`config.mk`:
```
export PLATFORM = sky130hd
export DESIGN_NAME = msrv32_pc_unit
export DESIGN_NICKNAME = d
export VERILOG_FILES = /design/src/rtl/msrv32_pc_unit.sv
export SDC_FILE = /design/constraint.sdc
export NUM_CORES = 1
export LEC_CHECK = 0
export ABC_AREA = 1
export ABC_CLOCK_PERIOD_IN_PS = 2450
export CAP_MARGIN = 15
export CORE_ASPECT_RATIO = 1.1
export CORE_MARGIN = 2
export CORE_UTILIZATION = 41
export DETAILED_ROUTE_END_ITERATION = 16
export PLACE_DENSITY = 0.89
export SETUP_SLACK_MARGIN = 0.5
export SLEW_MARGIN = 20
export SYNTH_ARGS = -nofsm -noshare
export SYNTH_HDL_FRONTEND = slang
export SYNTH_SLANG_ARGS = --single-unit
```
`constraint.sdc`:
```
create_clock -name ms_riscv32_mp_clk_in -period 2.45 [get_ports ms_riscv32_mp_clk_in]
set_clock_uncertainty 0.15 [all_clocks]
set_input_delay 0.49 -clock ms_riscv32_mp_clk_in [delete_from_list [all_inputs] [get_ports ms_riscv32_mp_clk_in]]
set_output_delay 0.49 -clock ms_riscv32_mp_clk_in [all_outputs]
set_load 0.03 [all_outputs]
```
`src/rtl/msrv32_pc_unit.sv`:
```
// msrv32_pc_unit: program counter, fetch address and flush control for the msrv32 pipeline.
// Ports: ms_riscv32_mp_clk_in/ms_riscv32_mp_rst_in (async active-low) clock/reset;
//   branch_taken_in, opcode_in, iaddr_in: branch/jump resolution and target;
//   ahb_ready_in: instruction bus ready (0 freezes everything);
//   trap_taken_in, trap_address_in: trap/MRET redirect;
//   pc_out, pc_plus_4_out: execute-stage PC and link value;
//   i_addr_out: fetch address; misaligned_instr_out: taken target not word aligned;
//   flush_out: kill the instruction currently being fetched.
module msrv32_pc_unit #(
  parameter logic [31:0] BOOT_ADDRESS = 32'h0000_0000
) (
  input  logic        ms_riscv32_mp_clk_in,
  input  logic        ms_riscv32_mp_rst_in,
  input  logic        branch_taken_in,
  input  logic [6:2]  opcode_in,
  input  logic [31:0] iaddr_in,
  input  logic        ahb_ready_in,
  input  logic        trap_taken_in,
  input  logic [31:0] trap_address_in,
  output logic [31:0] pc_out,
  output logic [31:0] pc_plus_4_out,
  output logic [31:0] i_addr_out,
  output logic        misaligned_instr_out,
  output logic        flush_out
);
  typedef enum logic [1:0] {BOOT, RUN, FLUSH} state_t;
  state_t state, next_state;
  logic [31:0] target, next_pc, next_pc_reg;
  logic take_branch;
  always_comb begin
    target = opcode_in == 5'b11001 ? {iaddr_in[31:1], 1'b0} : iaddr_in;
    misaligned_instr_out = state == RUN && branch_taken_in && target[1];
    // a misaligned target never redirects; the trap unit handles it
    take_branch = state == RUN && branch_taken_in && !target[1];
    pc_plus_4_out = pc_out + 32'd4;
    next_pc = trap_taken_in ? trap_address_in : take_branch ? target : pc_plus_4_out;
    i_addr_out = state == BOOT ? BOOT_ADDRESS : next_pc;
    flush_out = state != RUN;
    next_state = state;
    next_pc_reg = pc_out;
    if (ahb_ready_in) begin
      next_pc_reg = state == BOOT ? BOOT_ADDRESS : next_pc;
      next_state = state == BOOT ? RUN
                 : state == RUN ? ((trap_taken_in || take_branch) ? FLUSH : RUN)
                 : (trap_taken_in ? FLUSH : RUN);
    end
  end
  always_ff @(posedge ms_riscv32_mp_clk_in or negedge ms_riscv32_mp_rst_in) begin
    if (!ms_riscv32_mp_rst_in) begin
      state <= BOOT;
      pc_out <= BOOT_ADDRESS;
    end else begin
      state <= next_state;
      pc_out <= next_pc_reg;
    end
  end
endmodule

```
==> Flow_metrics.wiki, run 1 <==
{| class="wikitable"
! Metric !! Value
|-
| Number of placement rows || 34
|-
| Failing step || global routing
|-
| Number of clock buffers inserted by TritonCTS || 5
|-
| Maximum number of pins on one net before global-route repair || 35
|-
| Level count of the clock H-tree || 2
|-
| Proportion of netlist area held by the largest area contributor || 25.81%
|-
| Leading post-synthesis cells by cell area || sky130_fd_sc_hd__dfrtp_1, sky130_fd_sc_hd__nand2_1, sky130_fd_sc_hd__nand3_1
|-
| Routability congestion estimate || 0.9016
|-
| Sequential element share of the synthesized area || 25.81%
|-
| Cells after Synth || 540
|-
| Nets in the synthesized netlist || 615
|-
| Number of distinct library cells after synthesis || 34
|-
| Worst Setup Slack post-DPL || -0.1499 ns
|-
| Outcome || aborted with a tool error
|-
| First error line in the log || [ERROR DPL-0038] Utilization greater than 100%, impossible to legalize
|-
| Die Width || 89.50 µm
|-
| Number of register bits inferred by synthesis || 34
|-
| Synthesized area per cell || 6.105 µm²
|-
| Input/output buffers || 171
|-
| Buffer levels on the longest clock path || 2
|-
| Initial core utilization || 41.89%
|-
| Synth area leader || sky130_fd_sc_hd__dfrtp_1
|-
| Type of the worst endpoint after the last repair || register data pin
|-
| Endpoint with the least setup slack after the last global-route repair || pc_out[18]$_DFFE_PN0P_/D
|-
| Post-Syn Area || 3297 µm²
|-
| Number of top-level pins || 172
|-
| Die Span Y || 98.05 µm
|-
| # placed instances || 845
|-
| Half-perimeter wire length after placement || 10,130 µm
|-
| Yosys synthesis warning count || 0
|-
| Clock sink count || 34
|-
| Clock tree root buffer cell || sky130_fd_sc_hd__clkbuf_8
|}
-- synthesized netlist by cell type (all sizes together) --
cell type,number
o21ai,41
ha,1
o21a,1
nand2,221
clkbuf,12
xnor2,4
a31oi,14
nand4,2
buf,14
nor2,49
a21oi,15
nand3b,6
clkinv,1
dfrtp,34
inv,56
nor3,2
xor2,11
nand3,54
and2,2
-- stage by stage --
step                      instance area, µm²  utilization, %
after floorplan                         3968               -
after global placement                  5948           75.58
after detailed placement                5948           75.58
after CTS                               7390           93.90
-- logic make-up after synthesis --
family                     Yosys count  share of synthesized area [%]
AOI/OAI and AO/OA                   71                          11.57
xor gates and xnor gates            15                          5.806
adders and majority gates            1                         0.3794
and+or+nand+nor                    336                          45.65
DFF                                 34                          25.81
buffers and inverters               83                          10.78
-- timing repair --
action	CTS
setup endpoints to repair	103
gates resized for setup	271
pin swaps	62
setup buffers	71
cloned	6
hold buffers	0
==> run 2: changes to the inputs <==
--- a/config.mk
+++ b/config.mk
@@ -8,12 +8,10 @@
 export ABC_AREA = 1
 export ABC_CLOCK_PERIOD_IN_PS = 2450
 export CAP_MARGIN = 15
-export CORE_ASPECT_RATIO = 1.1
 export CORE_MARGIN = 2
-export CORE_UTILIZATION = 41
+export CORE_UTILIZATION = 40
 export DETAILED_ROUTE_END_ITERATION = 16
-export PLACE_DENSITY = 0.89
-export SETUP_SLACK_MARGIN = 0.5
+export PLACE_DENSITY_LB_ADDON = 0.15
 export SLEW_MARGIN = 20
 export SYNTH_ARGS = -nofsm -noshare
 export SYNTH_HDL_FRONTEND = slang
==> Flow_metrics.wiki, run 2 <==
{| class="wikitable"
! Metric !! Value
|-
| Cells after Synth || 540 (unchanged)
|-
| Core region area || 8093 µm²
|-
| Kind of critical path || register to primary output
|-
| Buffer levels on the longest clock path || 2 (unchanged)
|-
| Leading cell type in the layout, fill and taps excluded || sky130_fd_sc_hd__nand2_1
|-
| Number of maximum-capacitance violations || 0
|-
| Commonest register cell after synthesis || sky130_fd_sc_hd__dfrtp_1
|-
| Leakage Power || 0.003261 µW
|-
| Routability congestion estimate || 0.9647 (+7.0%)
|-
| Switching portion of total power || 47.83%
|-
| Kind of capture point of the worst setup path || primary output
|-
| Number of failing setup endpoints in the final timing report || 47
|-
| Half-perimeter wire length after placement || 10,060 µm (-0.67%)
|-
| Largest regs || pc_out x32, state x2
|-
| Most used cells in the layout excluding fill and tap cells || sky130_fd_sc_hd__nand2_1, sky130_fd_sc_hd__clkdlybuf4s50_1, sky130_fd_sc_hd__buf_4
|-
| Maximum number of pins on one net before global-route repair || 35
|-
| Count of buffer and inverter cells on the critical path || 1
|-
| Relative slew margins || 44.37%
|-
| Clock slew seen by the registers of the worst setup and hold paths || 0.08 ns
|-
| Net switching power of the design || 1898 µW
|-
| Instance area at placement || 5708 µm² (-4.0%)
|-
| Internal power contribution || 2070 µW
|-
| Via count || 5,217
|-
| Final count of pins violating max slew || 0
|-
| Clock latency at the later pin of the worst-skew pair || 0.30 ns
|-
| Post-Syn Area || 3297 µm² (unchanged)
|-
| Delay contributed by the slowest stage of the critical path || 0.47 ns
|-
| Nets in the synthesized netlist || 615 (unchanged)
|-
| Number of global-route vias before repair || 4,927
|-
| Share of total power in sequential cells || 20.3%
|-
| Antenna violations before repair || 0
|-
| P&R area growth vs syn || 112.7%
|-
| Number of distinct library cells after synthesis || 34 (unchanged)
|-
| Clock tree root buffer cell || sky130_fd_sc_hd__clkbuf_8
|-
| Number of clock buffers inserted by TritonCTS || 5 (unchanged)
|-
| Worst hold-check path type || input pin to async pin
|-
| Total power per unit cell area || 565.8 nW/µm²
|-
| ANT nets after route || 0
|-
| Synthesized area per cell || 6.105 µm² (unchanged)
|-
| Maximum fanout along the worst path || 4
|-
| Critical path required time || 1.81 ns
|-
| Maximum vdd ir drop || 0.0003745 V
|-
| Timing-limited maximum frequency || 358.3 MHz
|-
| Overall routed net length || 17,790 µm
|-
| Start of the worst register-to-register path || pc_out[3]
|-
| Final critical delay including setup and external delays || 2.791 ns
|-
| Diodes inserted || 0
|-
| Period utilization || 113.9%
|-
| Cell with the most instances after synthesis || sky130_fd_sc_hd__nand2_1
|-
| Slowest CP cell || sky130_fd_sc_hd__o21ai_1
|-
| Die Width || 94.79 µm (+5.9%)
|-
| TritonCTS clock tree || done
|-
| Vias per cell || 5.746
|-
| Number of placement rows || 33 (-2.9%)
|-
| WP data arrival || 2.15 ns
|-
| Setup slack, reg-to-reg || 0.31 ns
|-
| Number of enable-type register cells in the synthesized netlist || 0 (unchanged)
|-
| Number of flip-flops under the largest register name || 32
|-
| FFs w/ async S/R, synth || 100.0% (unchanged)
|-
| Number of filler instances in the final layout || 420
|-
| Sequential element share of the synthesized area || 25.81% (unchanged)
|-
| Register with the most flip-flops || pc_out
|-
| Synth area leader || sky130_fd_sc_hd__dfrtp_1
|-
| Wirelength per Cell || 19.59 µm
|-
| Commonest cells in the netlist || sky130_fd_sc_hd__nand2_1, sky130_fd_sc_hd__inv_1, sky130_fd_sc_hd__nand3_1
|-
| Hold Worst Slack || 0.1345 ns
|-
| Fraction of power consumed by the clock network || 11.5%
|-
| Leading post-synthesis cells by cell area || sky130_fd_sc_hd__dfrtp_1, sky130_fd_sc_hd__nand2_1, sky130_fd_sc_hd__nand3_1
|-
| Area of the die || 8984 µm²
|-
| DRC viols || 0
|-
| Ordered cell list for the critical path || nand2_2 > nor2_4 > nand3b_1 > o21ai_1 > nand3_2 > nand2_2 > a21oi_2 > buf_6
|-
| Outcome || complete, but fails checks
|-
| GRT Overall Usage || 33.13%
|-
| First-pass GRT wire length || 23,070 µm
|-
| Number of top-level pins || 172 (unchanged)
|-
| Tightest Pin Transition || 0.8345 ns
|-
| Proportion of netlist area held by the largest area contributor || 25.81% (unchanged)
|-
| Input/output buffers || 171 (unchanged)
|-
| Delay-heaviest family, CP || simple AND/OR/NAND/NOR gates
|-
| Clock sink count || 34 (unchanged)
|-
| Filler-free cell count of the finished design || 908
|-
| Die Span Y || 94.79 µm (-3.3%)
|-
| Yosys synthesis warning count || 0 (unchanged)
|-
| Most frequent CP cell || sky130_fd_sc_hd__nand2_2
|-
| Number of design-rule violations left by the first detailed-router iteration || 430
|-
| Worst setup margin || -0.3409 ns
|-
| Final Net Count || 877
|-
| Initial core utilization || 40.74% (-1.2 points)
|-
| Number of register bits inferred by synthesis || 34 (unchanged)
|-
| CP startpoint kind || register
|-
| Critical R2R Capture || pc_out[19]
|-
| Remaining global-route overflow || 0
|-
| Level count of the clock H-tree || 2 (unchanged)
|-
| Cell area after layout || 7012 µm²
|-
| Setup TNS after final layout || -6.136 ns
|-
| Fraction of final layout cells sized beyond drive strength 1 || 45.21%
|-
| Detailed-routing iteration count for the pre-antenna-repair pass || 5
|-
| Unrepaired setup endpoints after global routing || yes
|-
| Number of hold buffers added after CTS || 0 (unchanged)
|-
| Number of hold violations in the final report || 0
|-
| Combinational share of power || 68.2%
|-
| Violated checks || setup timing
|-
| Reg2Reg Depth || 9
|-
| # placed instances || 844 (-0.12%)
|}
==> run 2: how the worst max path moves through the flow <==
stage	start	to	slack [ns]	cells past startpoint
floorplan	pc_out[3]	i_addr_out[14]	-0.06	8
global placement	branch_taken_in	i_addr_out[5]	-0.12	7
detailed placement	branch_taken_in	i_addr_out[5]	-0.14	7
CTS	pc_out[3]	i_addr_out[14]	-0.21	9
global route	pc_out[12]	i_addr_out[19]	-0.51	8
finish	pc_out[3]	i_addr_out[19]	-0.34	8
==> run 2: per-stage QoR <==
step	utilization, %	power, µW	setup slack [ns]
after floorplan	-	2050	-0.06421
after global placement	70.53	2945	-0.1153
after detailed placement	70.53	2978	-0.1420
after CTS	79.36	3648	-0.2123
after global routing	86.64	4126	-0.5100
final	86.64	3967	-0.3409
==> run 2: logic make-up after synthesis <==
logic type,synth area share (%)
flip-flops,25.81
AO/OA/AOI/OAI,11.57
AND/OR/NAND/NOR,45.65
buffers and inverters,10.78
adder cells (fa/ha/maj),0.3794
XOR/XNOR,5.806
==> run 2: layer usage <==
metal  wire length (µm)  global-route usage, %  vias up
met5                  0                      0        -
met4               1377                  15.70        0
met3               1591                  6.784      131
met2               8974                  60.87      410
met1               5846                  36.16     2450
li1                   -                      -     2226
==> run 2: final cells by class <==
type	count	area (µm²)	share of cell area, %
Clock buffer	8	90.09	1.285
Sequential cell	34	873.3	12.46
Tap cell	105	131.4	1.874
Timing Repair Buffer	281	2739	39.06
Multi-Input combinational cell	423	2954	42.13
Inverter	57	224.0	3.194
==> run 2: timing repair <==
action	in CTS	in global routing
resized for setup	106	130
pin swaps	55	61
gates cloned	1	1
setup endpoints to repair	45	55
buffers inserted	28	29
==> run 2: power groups by stage <==
stage / sequential (µW) / combinational (µW) / clock (µW)
6_report: 807 / 2700 / 456
3_3_place_gp: 805 / 2140 / 0
5_1_grt: 816 / 2830 / 481
3_5_place_dp: 807 / 2170 / 0
4_1_cts: 789 / 2410 / 450
2_1_floorplan: 987 / 1060 / 0
Note: power is estimated with default switching activity, not from simulation.
==> run 3: changes to the inputs <==
--- a/config.mk
+++ b/config.mk
@@ -9,9 +9,9 @@
 export ABC_CLOCK_PERIOD_IN_PS = 2450
 export CAP_MARGIN = 15
 export CORE_MARGIN = 2
-export CORE_UTILIZATION = 40
+export CORE_UTILIZATION = 41
 export DETAILED_ROUTE_END_ITERATION = 16
-export PLACE_DENSITY_LB_ADDON = 0.15
+export PLACE_DENSITY_LB_ADDON = 0.1
 export SLEW_MARGIN = 20
 export SYNTH_ARGS = -nofsm -noshare
 export SYNTH_HDL_FRONTEND = slang
==> Flow_metrics.wiki, run 3 (same netlist as run 2, synthesis figures left out) <==
{| class="wikitable"
! Metric !! Value
|-
| Outcome || complete, but fails checks
|-
| Violated checks || setup timing
|-
| Clock tree root buffer cell || sky130_fd_sc_hd__clkbuf_8
|-
| Routability congestion estimate || 0.9913 (+2.8%)
|-
| Via count || 5,803 (+11%)
|-
| Met1 capacity usage during global routing || 42.42% (+6.3 points)
|-
| Delay contributed by the slowest stage of the critical path || 0.46 ns (about the same)
|-
| Unrepaired setup endpoints after global routing || yes
|-
| Relative slew margins || 37.83% (-6.5 points)
|-
| Register with the most flip-flops || pc_out
|-
| Clock slew seen by the registers of the worst setup and hold paths || 0.09 ns (about the same)
|-
| Number of placement rows || 32 (-3.0%)
|-
| Level count of the clock H-tree || 2 (unchanged)
|-
| Count of buffer and inverter cells on the critical path || 1 (unchanged)
|-
| Worst setup margin || -0.3893 ns (-0.04835 ns)
|-
| Timing-limited maximum frequency || 352.2 MHz (-1.7%)
|-
| Antenna violations before repair || 0 (unchanged)
|-
| Number of filler instances in the final layout || 193 (-54%)
|-
| Period utilization || 115.9% (+2.0 points)
|-
| Instance area at placement || 5752 µm² (+0.77%)
|-
| Maximum vdd ir drop || 0.0004729 V (+26%)
|-
| Ordered cell list for the critical path || nand2_1 > nor2_4 > nand2_4 > nor2_4 > nand3_2 > nand3_2 > nand2_2 > a21oi_2 > buf_6
|-
| Hold Worst Slack || 0.1724 ns (+0.03788 ns)
|-
| Remaining global-route overflow || 0 (unchanged)
|-
| Reg2Reg Depth || 16 (+7)
|-
| Number of failing setup endpoints in the final timing report || 56 (+19%)
|-
| Slowest CP cell || sky130_fd_sc_hd__dfrtp_1
|-
| Number of hold violations in the final report || 0 (unchanged)
|-
| ANT nets after route || 0 (unchanged)
|-
| Leakage Power || 0.003447 µW (+5.7%)
|-
| Filler-free cell count of the finished design || 927 (+2.1%)
|-
| Wirelength per Cell || 24.90 µm (+27%)
|-
| Kind of capture point of the worst setup path || primary output
|-
| Number of design-rule violations left by the first detailed-router iteration || 638 (+48%)
|-
| GRT Overall Usage || 38.57% (+5.4 points)
|-
| Kind of critical path || register to primary output
|-
| GRT met2 Usage || 70.56% (+9.7 points)
|-
| Cell area after layout || 7412 µm² (+5.7%)
|-
| Number of clock buffers inserted by TritonCTS || 5 (unchanged)
|-
| Clock latency at the later pin of the worst-skew pair || 0.31 ns (about the same)
|-
| Maximum number of pins on one net before global-route repair || 36 (+2.9%)
|-
| Number of maximum-capacitance violations || 0 (unchanged)
|-
| Die Span Y || 93.68 µm (-1.2%)
|-
| Most Crowded Layer GR || met2
|-
| Leading cell type in the layout, fill and taps excluded || sky130_fd_sc_hd__nand2_1
|-
| Tightest Pin Transition || 0.9325 ns (+0.09809 ns)
|-
| Buffer levels on the longest clock path || 2 (unchanged)
|-
| Final Net Count || 899 (+2.5%)
|-
| Total power per unit cell area || 575.4 nW/µm² (+1.7%)
|-
| Die Width || 93.68 µm (-1.2%)
|-
| Number of top-level pins || 172 (unchanged)
|-
| Core region area || 7767 µm² (-4.0%)
|-
| DRC viols || 0 (unchanged)
|-
| Final count of pins violating max slew || 0 (unchanged)
|-
| Most used cells in the layout excluding fill and tap cells || sky130_fd_sc_hd__nand2_1, sky130_fd_sc_hd__clkdlybuf4s50_1, sky130_fd_sc_hd__buf_4
|-
| Met3 usage || 7.624% (+0.84 points)
|-
| Overall routed net length || 23,080 µm (+30%)
|-
| Number of global-route vias before repair || 5,246 (+6.5%)
|-
| First-pass GRT wire length || 26,110 µm (+13%)
|-
| Vias per cell || 6.260 (+9.0%)
|-
| Half-perimeter wire length after placement || 10,090 µm (+0.23%)
|-
| Area of the die || 8775 µm² (-2.3%)
|-
| CP startpoint kind || register
|-
| Combined flip-flop and latch cell area || 877.1 µm² (+0.43%)
|-
| WP data arrival || 2.20 ns (+0.05 ns)
|-
| Maximum fanout along the worst path || 4 (unchanged)
|-
| # placed instances || 842 (-0.24%)
|-
| Initial core utilization || 42.45% (+1.7 points)
|-
| PnR Total Power || 4265 µW (+7.5%)
|-
| Largest regs || pc_out x32, state x2
|-
| TritonCTS clock tree || done
|-
| Worst Setup Slack post-DPL || -0.1335 ns (+0.008564 ns)
|-
| Diodes inserted || 0 (unchanged)
|-
| Start of the worst register-to-register path || pc_out[5]
|-
| Worst hold-check path type || input pin to async pin
|-
| Critical path required time || 1.81 ns (about the same)
|-
| Clock sink count || 34 (unchanged)
|-
| Number of hold buffers added after CTS || 0 (unchanged)
|-
| Critical R2R Capture || pc_out[25]
|-
| P&R area growth vs syn || 124.8%
|-
| Final critical delay including setup and external delays || 2.839 ns (+0.04835 ns)
|-
| Area of the multi-input gates || 3012 µm² (+1.9%)
|-
| Setup slack, reg-to-reg || -0.23 ns (-0.54 ns)
|-
| Delay-heaviest family, CP || simple AND/OR/NAND/NOR gates
|-
| Detailed-routing iteration count for the pre-antenna-repair pass || 5 (unchanged)
|-
| Fraction of final layout cells sized beyond drive strength 1 || 48.85% (+3.6 points)
|-
| Number of flip-flops under the largest register name || 32 (unchanged)
|-
| Input/output buffers || 171 (unchanged)
|}
[run 3: repair_timing]
item | in CTS | in global routing
buffers inserted | 45 | 30
cloned | 7 | 0
setup endpoints to repair | 41 | 54
resized for setup | 149 | 124
pin swaps | 71 | 54
[run 3: worst max path at each step]
stage / depth (start not counted) / from / to / slack (ns)
global placement: 8 / branch_taken_in / i_addr_out[20] / -0.07
finish: 9 / pc_out[5] / i_addr_out[29] / -0.39
detailed placement: 10 / iaddr_in[1] / i_addr_out[3] / -0.13
floorplan: 8 / pc_out[3] / i_addr_out[14] / -0.06
CTS: 9 / pc_out[2] / i_addr_out[14] / -0.16
global route: 8 / pc_out[5] / i_addr_out[13] / -0.45
[run 3: cell type report]
cell class / count / area share (%)
Clock buffer: 8 / 1.080
Inverter: 57 / 3.157
Multi-Input combinational cell: 423 / 40.63
Sequential cell: 34 / 11.83
Tap cell: 102 / 1.722
Timing Repair Buffer: 303 / 41.58
[run 3: metal layers]
| metal | part of all wire, % | vias up |
|---|---|---|
| met5 | 0 | - |
| met4 | 10 | 0 |
| met3 | 11 | 223 |
| met2 | 46 | 615 |
| met1 | 33 | 2694 |
| li1 | - | 2271 |
[run 3: power breakdown]
group          switching [µW]  leakage [µW]  internal (µW)
clock                     249     0.0000395            203
sequential                139      0.000403            665
combinational            1710       0.00300           1290
[run 3: through the flow]
stage	TNS [ns]	utilization, %
2_1_floorplan	-0.2426	-
3_3_place_gp	-1.388	74.05
3_5_place_dp	-2.355	74.05
4_1_cts	-1.986	88.03
5_1_grt	-13.52	95.43
6_report	-10.61	95.43
==> run 4: changes to the inputs <==
--- a/config.mk
+++ b/config.mk
@@ -8,8 +8,10 @@
 export ABC_AREA = 1
 export ABC_CLOCK_PERIOD_IN_PS = 2450
 export CAP_MARGIN = 15
+export CELL_PAD_IN_SITES_DETAIL_PLACEMENT = 0
+export CELL_PAD_IN_SITES_GLOBAL_PLACEMENT = 1
 export CORE_MARGIN = 2
-export CORE_UTILIZATION = 41
+export CORE_UTILIZATION = 26
 export DETAILED_ROUTE_END_ITERATION = 16
 export PLACE_DENSITY_LB_ADDON = 0.1
 export SLEW_MARGIN = 20
==> Flow_metrics.wiki, run 4 (same netlist as run 2, synthesis figures left out) <==
{| class="wikitable"
! Metric !! Value
|-
| Share of total power in sequential cells || 19.0% (+0.2 points)
|-
| Half-perimeter wire length after placement || 10,540 µm (+4.5%)
|-
| Worst hold-check path type || input pin to async pin
|-
| Switching portion of total power || 43.96% (-5.3 points)
|-
| Fraction of final layout cells sized beyond drive strength 1 || 44.95% (-3.9 points)
|-
| CP startpoint kind || register
|-
| Final count of pins violating max slew || 0 (unchanged)
|-
| Maximum fanout along the worst path || 4 (unchanged)
|-
| Start of the worst register-to-register path || pc_out[3]
|-
| GRT Overall Usage || 20.81% (-18 points)
|-
| Wirelength per Cell || 15.03 µm (-40%)
|-
| Critical R2R Capture || pc_out[29]
|-
| P&R area growth vs syn || 122.2%
|-
| Tightest Pin Transition || 0.4930 ns (-0.4396 ns)
|-
| Level count of the clock H-tree || 2 (unchanged)
|-
| Maximum number of pins on one net before global-route repair || 35 (-2.8%)
|-
| Unrepaired setup endpoints after global routing || yes
|-
| Setup TNS after final layout || -2.453 ns (+8.152 ns)
|-
| Buffer levels on the longest clock path || 2 (unchanged)
|-
| Outcome || complete, but fails checks
|-
| DRC viols || 0 (unchanged)
|-
| Number of maximum-capacitance violations || 0 (unchanged)
|-
| Antenna violations before repair || 0 (unchanged)
|-
| WP data arrival || 1.99 ns (-0.21 ns)
|-
| Number of hold violations in the final report || 0 (unchanged)
|-
| Reg2Reg Depth || 15 (-1)
|-
| Maximum vdd ir drop || 0.0003449 V (-27%)
|-
| Remaining global-route overflow || 0 (unchanged)
|-
| Register with the most flip-flops || pc_out
|-
| Internal power contribution || 2327 µW (+7.6%)
|-
| Period utilization || 107.3% (-8.6 points)
|-
| Clock tree root buffer cell || sky130_fd_sc_hd__clkbuf_16
|-
| Diodes inserted || 0 (unchanged)
|-
| Kind of critical path || register to primary output
|-
| Net switching power of the design || 1826 µW (-13%)
|-
| Die Span Y || 116.6 µm (+24%)
|-
| Worst Setup SP || pc_out[3]
|-
| Number of flip-flops under the largest register name || 32 (unchanged)
|-
| Worst setup margin || -0.1792 ns (+0.2100 ns)
|-
| Vias per cell || 4.540 (-27%)
|-
| Initial core utilization || 26.34% (-16 points)
|-
| Timing-limited maximum frequency || 380.3 MHz (+8.0%)
|-
| Die Width || 116.6 µm (+24%)
|-
| Number of design-rule violations left by the first detailed-router iteration || 162 (-75%)
|-
| Clock slew seen by the registers of the worst setup and hold paths || 0.06 ns (-0.03 ns)
|-
| Combinational share of power || 63.7% (-6.8 points)
|-
| Leakage Power || 0.003363 µW (-2.4%)
|-
| Largest regs || pc_out x32, state x2
|-
| Setup slack, reg-to-reg || 0.16 ns (+0.39 ns)
|-
| # placed instances || 907 (+7.7%)
|-
| Number of clock buffers inserted by TritonCTS || 5 (unchanged)
|-
| Number of global-route vias before repair || 4,500 (-14%)
|-
| Total power per unit cell area || 567.0 nW/µm² (-1.5%)
|-
| PnR Total Power || 4153 µW (-2.6%)
|-
| Overall routed net length || 14,790 µm (-36%)
|-
| Clock sink count || 34 (unchanged)
|-
| Detailed-routing iteration count for the pre-antenna-repair pass || 4 (-1)
|-
| ANT nets after route || 0 (unchanged)
|-
| Kind of capture point of the worst setup path || primary output
|-
| Filler-free cell count of the finished design || 984 (+6.1%)
|-
| Final core utilization || 58.52% (-37 points)
|-
| Most used cells in the layout excluding fill and tap cells || sky130_fd_sc_hd__nand2_1, sky130_fd_sc_hd__clkdlybuf4s50_1, sky130_fd_sc_hd__buf_4
|-
| Violated checks || setup timing
|-
| Fraction of power consumed by the clock network || 17.3% (+6.7 points)
|-
| Leading cell type in the layout, fill and taps excluded || sky130_fd_sc_hd__nand2_1
|-
| Final Net Count || 886 (-1.4%)
|-
| Relative slew margins || 67.14% (+29 points)
|-
| Number of failing setup endpoints in the final timing report || 29 (-48%)
|-
| Input/output buffers || 171 (unchanged)
|-
| Number of top-level pins || 172 (unchanged)
|-
| Core region area || 12,520 µm² (+61%)
|-
| Critical path required time || 1.81 ns (about the same)
|-
| First-pass GRT wire length || 22,160 µm (-15%)
|-
| Routability congestion estimate || 0.7886 (-20%)
|-
| TritonCTS clock tree || done
|-
| Number of hold buffers added after CTS || 0 (unchanged)
|-
| Via count || 4,467 (-23%)
|-
| Final critical delay including setup and external delays || 2.629 ns (-0.2100 ns)
|-
| Clock latency at the later pin of the worst-skew pair || 0.28 ns (-0.03 ns)
|-
| Number of placement rows || 41 (+28%)
|-
| Area of the die || 13,600 µm² (+55%)
|}
==> run 4: power groups by stage <==
| stage | sequential, µW | clock, µW | combinational [µW] |
|---|---|---|---|
| global route | 807 | 750 | 2820 |
| global placement | 810 | 0 | 2160 |
| detailed placement | 811 | 0 | 2170 |
| CTS | 791 | 727 | 2430 |
| floorplan | 987 | 0 | 1060 |
| finish | 789 | 717 | 2650 |
==> run 4: through the flow <==
step                cell area [µm²]  setup slack (ns)  hold slack (ns)
finish                         7325           -0.1792           0.1068
global route                   7325           -0.2499           0.1474
CTS                            6648           -0.1551           0.1285
detailed placement             5774           -0.1163           0.3743
global placement               5774           -0.1065           0.3685
floorplan                      3684          -0.06421          0.04441
==> run 4: routing by layer <==
layer	vias up	GRT usage, %	share of wire (%)
li1	2253	-	-
met1	2096	25.72	43
met2	106	37.75	51
met3	12	3.840	4.4
met4	0	4.471	1.1
met5	-	0	0
==> run 4: layout make-up <==
class,instances,area (µm²)
clock buffer,8,166.4
fill,1199,5192
inverter,57,221.5
multi-input combinational,423,2939
sequential,34,877.1
tap,172,215.2
timing repair buffer,290,2905
==> run 4: worst max-delay path, stage by stage, from the launching register on <==
cell and delay (ns):
sky130_fd_sc_hd__dfrtp_2 0.42, sky130_fd_sc_hd__nand2_2 0.08, sky130_fd_sc_hd__nor2_4 0.20, sky130_fd_sc_hd__nand2_4 0.15, sky130_fd_sc_hd__nor2_4 0.19, sky130_fd_sc_hd__buf_12 0.14, sky130_fd_sc_hd__xor2_4 0.15, sky130_fd_sc_hd__nand2_2 0.09
sky130_fd_sc_hd__a31oi_4 0.14, sky130_fd_sc_hd__buf_6 0.15
==> run 4: worst max-delay path by stage <==
stage                           endpoint  slack, ns  depth (start not counted)
after floorplan           i_addr_out[14]      -0.06                          8
after global placement    i_addr_out[24]      -0.11                          8
after detailed placement  i_addr_out[24]      -0.12                          9
after CTS                 i_addr_out[14]      -0.16                         10
after global routing      i_addr_out[13]      -0.25                          9
final                     i_addr_out[13]      -0.18                          9
==> run 4: what timing repair did <==
| item | in CTS | in global routing |
|---|---|---|
| resized for setup | 105 | 113 |
| pin swaps | 52 | 47 |
| buffers inserted | 37 | 28 |
| setup endpoints to repair | 42 | 55 |
| gates cloned | 2 | 4 |
| endpoints found under the hold margin | 0 | 0 |
